$ cat src/rtl/tlb_pkg.sv
// tlb_pkg: shared op encodings, entry layout, and scheduler states for the TLB maintenance path.
package tlb_pkg;
  localparam int ENTRY_W = 89;
  localparam logic [2:0] OP_SRCH = 3'd0;
  localparam logic [2:0] OP_RD = 3'd1;
  localparam logic [2:0] OP_WR = 3'd2;
  localparam logic [2:0] OP_FILL = 3'd3;
  localparam logic [2:0] OP_INV = 3'd4;
  localparam logic [4:0] INV_OP_MAX = 5'd6;
  // Entry layout, msb first: vppn, asid, g, ps, e, then page 0 and page 1 {v, d, mat, plv, ppn}.
  localparam int PPN1_LSB = 0;
  localparam int PLV1_LSB = 20;
  localparam int MAT1_LSB = 22;
  localparam int D1_BIT = 24;
  localparam int V1_BIT = 25;
  localparam int PPN0_LSB = 26;
  localparam int PLV0_LSB = 46;
  localparam int MAT0_LSB = 48;
  localparam int D0_BIT = 50;
  localparam int V0_BIT = 51;
  localparam int E_BIT = 52;
  localparam int PS_LSB = 53;
  localparam int G_BIT = 59;
  localparam int ASID_LSB = 60;
  localparam int VPPN_LSB = 70;
  typedef enum logic [1:0] {S_IDLE, S_EXEC, S_SRCH_RES, S_RESP} state_e;
endpackage

$ cat src/rtl/tlb_s1_arb.sv
// tlb_s1_arb: search port 1 mux between data-side translation and TLBSRCH, with data-side stall.
module tlb_s1_arb (
  input  logic        own_i,
  input  logic [18:0] cmd_vppn_i,
  input  logic [9:0]  cmd_asid_i,
  input  logic        mem_req_i,
  input  logic [18:0] mem_vppn_i,
  input  logic        mem_odd_i,
  input  logic [9:0]  mem_asid_i,
  output logic        mem_stall_o,
  output logic        s1_fetch_o,
  output logic [18:0] s1_vppn_o,
  output logic        s1_odd_page_o,
  output logic [9:0]  s1_asid_o
);
  always_comb begin
    s1_fetch_o = own_i | mem_req_i;
    s1_vppn_o = own_i ? cmd_vppn_i : mem_vppn_i;
    s1_odd_page_o = own_i ? 1'b0 : mem_odd_i;
    s1_asid_o = own_i ? cmd_asid_i : mem_asid_i;
    mem_stall_o = own_i & mem_req_i;
  end
endmodule

$ cat src/rtl/tlb_op_sched.sv
// tlb_op_sched: sequences TLB maintenance commands onto the tlb_entry ports and returns one result each.
module tlb_op_sched
  import tlb_pkg::*;
#(
  parameter int TLBNUM = 32,
  parameter int ENTRY_W = tlb_pkg::ENTRY_W,
  localparam int IW = $clog2(TLBNUM)
) (
  input  logic               clk,
  input  logic               reset,
  input  logic               cmd_valid,
  output logic               cmd_ready,
  input  logic [2:0]         cmd_op,
  input  logic [IW-1:0]      cmd_index,
  input  logic [ENTRY_W-1:0] cmd_wdata,
  input  logic [4:0]         cmd_inv_op,
  input  logic [9:0]         cmd_asid,
  input  logic [18:0]        cmd_vppn,
  output logic               resp_valid,
  output logic               resp_err,
  output logic               resp_found,
  output logic [IW-1:0]      resp_index,
  output logic [ENTRY_W-1:0] resp_rdata,
  input  logic               mem_req,
  input  logic [18:0]        mem_vppn,
  input  logic               mem_odd,
  input  logic [9:0]         mem_asid,
  output logic               mem_stall,
  output logic               s1_fetch,
  output logic [18:0]        s1_vppn,
  output logic               s1_odd_page,
  output logic [9:0]         s1_asid,
  input  logic               s1_found,
  input  logic [4:0]         s1_index,
  output logic               we,
  output logic [IW-1:0]      w_index,
  output logic [ENTRY_W-1:0] w_data,
  output logic [IW-1:0]      r_index,
  input  logic [ENTRY_W-1:0] r_data,
  output logic               inv_en,
  output logic [4:0]         inv_op,
  output logic [9:0]         inv_asid,
  output logic [18:0]        inv_vpn
);
  state_e state_q;
  logic [2:0] op_q;
  logic [IW-1:0] idx_q;
  logic [ENTRY_W-1:0] wdata_q;
  logic [4:0] inv_op_q;
  logic [9:0] asid_q;
  logic [18:0] vppn_q;
  logic [IW-1:0] fill_ctr_q, fill_ctr_d;
  logic resp_err_q, resp_found_q;
  logic [IW-1:0] resp_index_q;
  logic [ENTRY_W-1:0] resp_rdata_q;
  logic exec, own, inv_ok, bad;
  // Port strobes are gated by reset so an interrupted command never touches tlb_entry.
  always_comb begin
    exec = state_q == S_EXEC && !reset;
    own = exec && op_q == OP_SRCH;
    inv_ok = inv_op_q <= INV_OP_MAX;
    bad = op_q > OP_INV || (op_q == OP_INV && !inv_ok);
    fill_ctr_d = fill_ctr_q + 1'b1;
    we = exec && (op_q == OP_WR || op_q == OP_FILL);
    w_index = !we ? '0 : op_q == OP_FILL ? fill_ctr_q : idx_q;
    w_data = we ? wdata_q : '0;
    r_index = exec && op_q == OP_RD ? idx_q : '0;
    inv_en = exec && op_q == OP_INV && inv_ok;
    inv_op = inv_en ? inv_op_q : '0;
    inv_asid = inv_en ? asid_q : '0;
    inv_vpn = inv_en ? vppn_q : '0;
    cmd_ready = state_q == S_IDLE;
    resp_valid = state_q == S_RESP;
    resp_err = resp_err_q;
    resp_found = resp_found_q;
    resp_index = resp_index_q;
    resp_rdata = resp_rdata_q;
  end
  tlb_s1_arb u_arb (
    .own_i(own),
    .cmd_vppn_i(vppn_q),
    .cmd_asid_i(asid_q),
    .mem_req_i(mem_req),
    .mem_vppn_i(mem_vppn),
    .mem_odd_i(mem_odd),
    .mem_asid_i(mem_asid),
    .mem_stall_o(mem_stall),
    .s1_fetch_o(s1_fetch),
    .s1_vppn_o(s1_vppn),
    .s1_odd_page_o(s1_odd_page),
    .s1_asid_o(s1_asid)
  );
  always_ff @(posedge clk) begin
    if (reset) begin
      state_q <= S_IDLE;
      op_q <= '0;
      idx_q <= '0;
      wdata_q <= '0;
      inv_op_q <= '0;
      asid_q <= '0;
      vppn_q <= '0;
      fill_ctr_q <= '0;
      resp_err_q <= 1'b0;
      resp_found_q <= 1'b0;
      resp_index_q <= '0;
      resp_rdata_q <= '0;
    end else begin
      fill_ctr_q <= fill_ctr_d;
      case (state_q)
        S_IDLE: if (cmd_valid) begin
          op_q <= cmd_op;
          idx_q <= cmd_index;
          wdata_q <= cmd_wdata;
          inv_op_q <= cmd_inv_op;
          asid_q <= cmd_asid;
          vppn_q <= cmd_vppn;
          resp_err_q <= 1'b0;
          state_q <= S_EXEC;
        end
        S_EXEC: begin
          state_q <= op_q == OP_SRCH ? S_SRCH_RES : S_RESP;
          resp_err_q <= bad;
          if (op_q == OP_FILL) resp_index_q <= fill_ctr_q;
          if (op_q == OP_RD) resp_rdata_q <= r_data;
        end
        S_SRCH_RES: begin
          resp_found_q <= s1_found;
          resp_index_q <= s1_index[IW-1:0];
          state_q <= S_RESP;
        end
        default: state_q <= S_IDLE;
      endcase
    end
  end
endmodule
$ cat config.mk
export PLATFORM = sky130hd
export DESIGN_NAME = tlb_op_sched
export DESIGN_NICKNAME = d
export VERILOG_FILES = /design/src/rtl/tlb_pkg.sv /design/src/rtl/tlb_s1_arb.sv /design/src/rtl/tlb_op_sched.sv
export SDC_FILE = /design/constraint.sdc
export NUM_CORES = 1
export LEC_CHECK = 0
export BUFFER_PORTS_ARGS = -buffer_cell sky130_fd_sc_hd__buf_2
export CORE_AREA = 2 2 205 207
export CTS_CLUSTER_DIAMETER = 60
export DETAILED_ROUTE_END_ITERATION = 12
export DIE_AREA = 0 0 207 209
export SYNTH_ARGS = -nofsm -noshare
export SYNTH_HDL_FRONTEND = slang
export SYNTH_SLANG_ARGS = --single-unit
$ cat constraint.sdc
create_clock -name clk -period 2.1 [get_ports clk]
set_input_delay 0.42 -clock clk [delete_from_list [all_inputs] [get_ports clk]]
set_output_delay 0.42 -clock clk [all_outputs]
set_load 0.1 [all_outputs]
==> run metrics <==
Max clock buf depth=3; share of cells above drive strength 1=approximately 46%; unrepaired setup endpoints after global routing=yes; DRC viols=0; HP Class=input pin to register; antenna violations before repair=8; first-pass GRT wire length=slightly below 60000 um; Fin. Hold Viols=0; post-route insts no fill=between 2000 and 2500; failing checks=setup timing; TritonCTS clock tree=built; NumNets Final=2015; Setup violations, final=165; outcome=finished, violations left; hold buffers post-CTS=0; # rows=75; GR Overflow Total=0; via count=10179; Via-to-Cell Ratio=4.40; final setup margin=-0.868 ns; peak supply drop=0.000635 V; Power per Cell Area=975 nW/um2; crit path max fanout=33; Max-Cap Viols=0; Post-synth EDFFs=0; CP endpoint kind=output pin; min Tclk post-route=2.97 ns; TNS Setup=-126.41 ns; Post-synth ARST share=0%; Clock Latency Late Sink=0.58 ns; Detail Route Antenna Nets=0; worst-margin pin slew=1.23 ns; TritonRoute pass-1 iters=5; post-route clock period utilization=141%; Chip Width=207 um; Distinct cells, synth=36; Cell Area, Synth=9540 um2; CTS Sinks=234; P_leak=between 7 and 8 nW; Detail Placement HPWL=about 27000 um; initial core utilization=23.1%; Post-Synth XOR/XNOR Area=0.275%; achievable frequency=337 MHz; Mapped Cells=1228; simple-gate share of the synthesized area=27.7%; slew margin rel.=17.9%; vias in the first global route=slightly above 10000; syn avg cell area=just under 8 um2; kind of critical path=register to output pin; Tot GR Track Use=about 17%; post-synthesis mux area share=5.27%; io pins=between 500 and 600; largest net degree at the start of global routing=198; CP Data Required Time=roughly 1.7 ns; CTS root buf=clkbuf_16; Synth Flop Type=dfxtp_1; max-slew violations=0; H-tree levels=1; Yosys reg bits=roughly 230; total CTS buffers=31; clock skew=0.0287 ns; I/O Buffers=around 520; Die H=209 um; Area growth syn-to-layout=83.5%; die footprint=43300 um2; total wire length=38600 um; largest family of logic cells by synthesized area=simple AND/OR/NAND/NOR gates; core footprint=about 41000 um2; Starting DRT DRC Count=437; part of the Yosys area used for sequential elements=49.1%; Routability Congestion=0.878; Post-Synth Adder-Cell Area=0.918%; yosys warns=0; clock-pin slew on the worst setup and hold paths=0.06 ns; placed insts=2231; Compound-Gate Fraction of Synth Area=12.2%; post-detailed-route wirelength per cell=16.7 um; Startpoint Class=register; critical path arrival=~2.6 ns
==> final timing paths <==
| kind | startpoint | end | slack [ns] | depth (start not counted) |
|---|---|---|---|---|
| setup reg to reg | op_q[0] | resp_rdata[70] | 0.15 | 9 |
| hold / removal | cmd_wdata[72] | wdata_q[72] | 0.06 | 3 |
| setup / recovery | inv_op_q[3] | inv_asid[6] | -0.87 | 6 |
| hold reg to reg | resp_rdata[64] | resp_rdata[64] | 0.45 | 2 |
==> routing by layer <==
layer | global-route usage [%] | up-vias | routed length (um)
li1 | - | 4976 | -
met1 | 17.9 | 4669 | 14200
met2 | 31.6 | 431 | 19600
met3 | 5.23 | 95 | 3060
met4 | 7.68 | 8 | 1610
met5 | 0 | - | 57
==> kinds of logic after synthesis <==
| logic type | count (synthesis) |
|---|---|
| other | 1 |
| AO/OA/AOI/OAI | 228 |
| multiplexers | 46 |
| buffers and inverters | 103 |
| XOR/XNOR | 3 |
| flip-flops | 234 |
| AND/OR/NAND/NOR | 606 |
| adder cells (fa/ha/maj) | 7 |
==> through the flow <==
step	hold slack (ns)	setup WS (ns)	total power, W	cell area (um2)	utilization [%]
after floorplan	0.423	-0.335	0.00951	10200	-
after global placement	0.438	-0.411	0.0114	15900	38.5
after detailed placement	0.443	-0.414	0.0115	15900	38.5
after CTS	0.0282	-0.897	0.0174	17600	42.6
after global routing	0.0517	-0.937	0.0179	17500	42.4
final	0.0617	-0.868	0.0171	17500	42.4
==> placed cells by master, fill, tap and decap left out, types with 3 or more instances in the layout <==
cell / instances
a21oi_1: 221
and2_4: 128
buf_12: 185
buf_16: 9
buf_2: 354
buf_4: 19
buf_6: 8
buf_8: 8
bufinv_16: 3
clkbuf_1: 8
clkbuf_16: 31
clkbuf_8: 3
dfxtp_1: 230
dfxtp_2: 4
diode_2: 3
ha_1: 5
inv_1: 4
inv_6: 3
inv_8: 4
mux2_2: 5
mux2_4: 29
mux2i_1: 12
nand2_1: 441
nor2_1: 14
nor2_4: 7
==> cell type report <==
type	instances	area [um2]
Tap cell	539	674
Inverter	6	30.0
Timing Repair Buffer	583	6080
Antenna cell	3	7.51
Sequential cell	234	4690
Multi-Input combinational cell	892	4990
Fill cell	3986	23800
Clock buffer	42	847
Clock inverter	13	191
==> report_power, final <==
group          leakage [nW]  total, W  switching, W  internal, W
Sequential             1.91   0.00547      0.000409      0.00506
Combinational          5.20   0.00626       0.00405      0.00221
Clock                 0.505   0.00535       0.00211      0.00323
==> state kept, by name, indices dropped and copies added (netlist names) <==
name,cells
asid_q,10
fill_ctr_q,5
idx_q,5
inv_op_q,5
op_q,3
resp_err,1
resp_found,1
resp_index,5
resp_rdata,89
state_q,2
vppn_q,19
wdata_q,89
==> synth_stat cells (all sizes together) (2+ instances only) <==
library cell | instances | area [um2]
mux2 | 34 | 383
buf | 13 | 91.3
nor2b | 3 | 18.8
ha | 7 | 87.6
nand2 | 443 | 1660
dfxtp | 234 | 4680
a21oi | 221 | 1110
a31oi | 2 | 12.5
nor2 | 21 | 86.3
and2 | 128 | 801
clkbuf | 84 | 315
xor2 | 2 | 17.5
inv | 6 | 22.5
mux2i | 12 | 120
nand3 | 2 | 10.0
nand2b | 2 | 12.5
==> what timing repair did <==
action | 4_1_cts | 5_1_grt
resized for setup | 52 | 26
setup endpoints to repair | 167 | 166
gates cloned | 12 | 0
pin swaps | 25 | 9
setup buffers | 18 | 3
==> critical path: stages (launching register included) <==
cell     delay [ns]
dfxtp_2        0.32
or4b_4         0.53
a311o_1        0.36
nor2_4         0.16
buf_12         0.20
and2_4         0.19
buf_12         0.17
(Power assumes the default switching activity.)
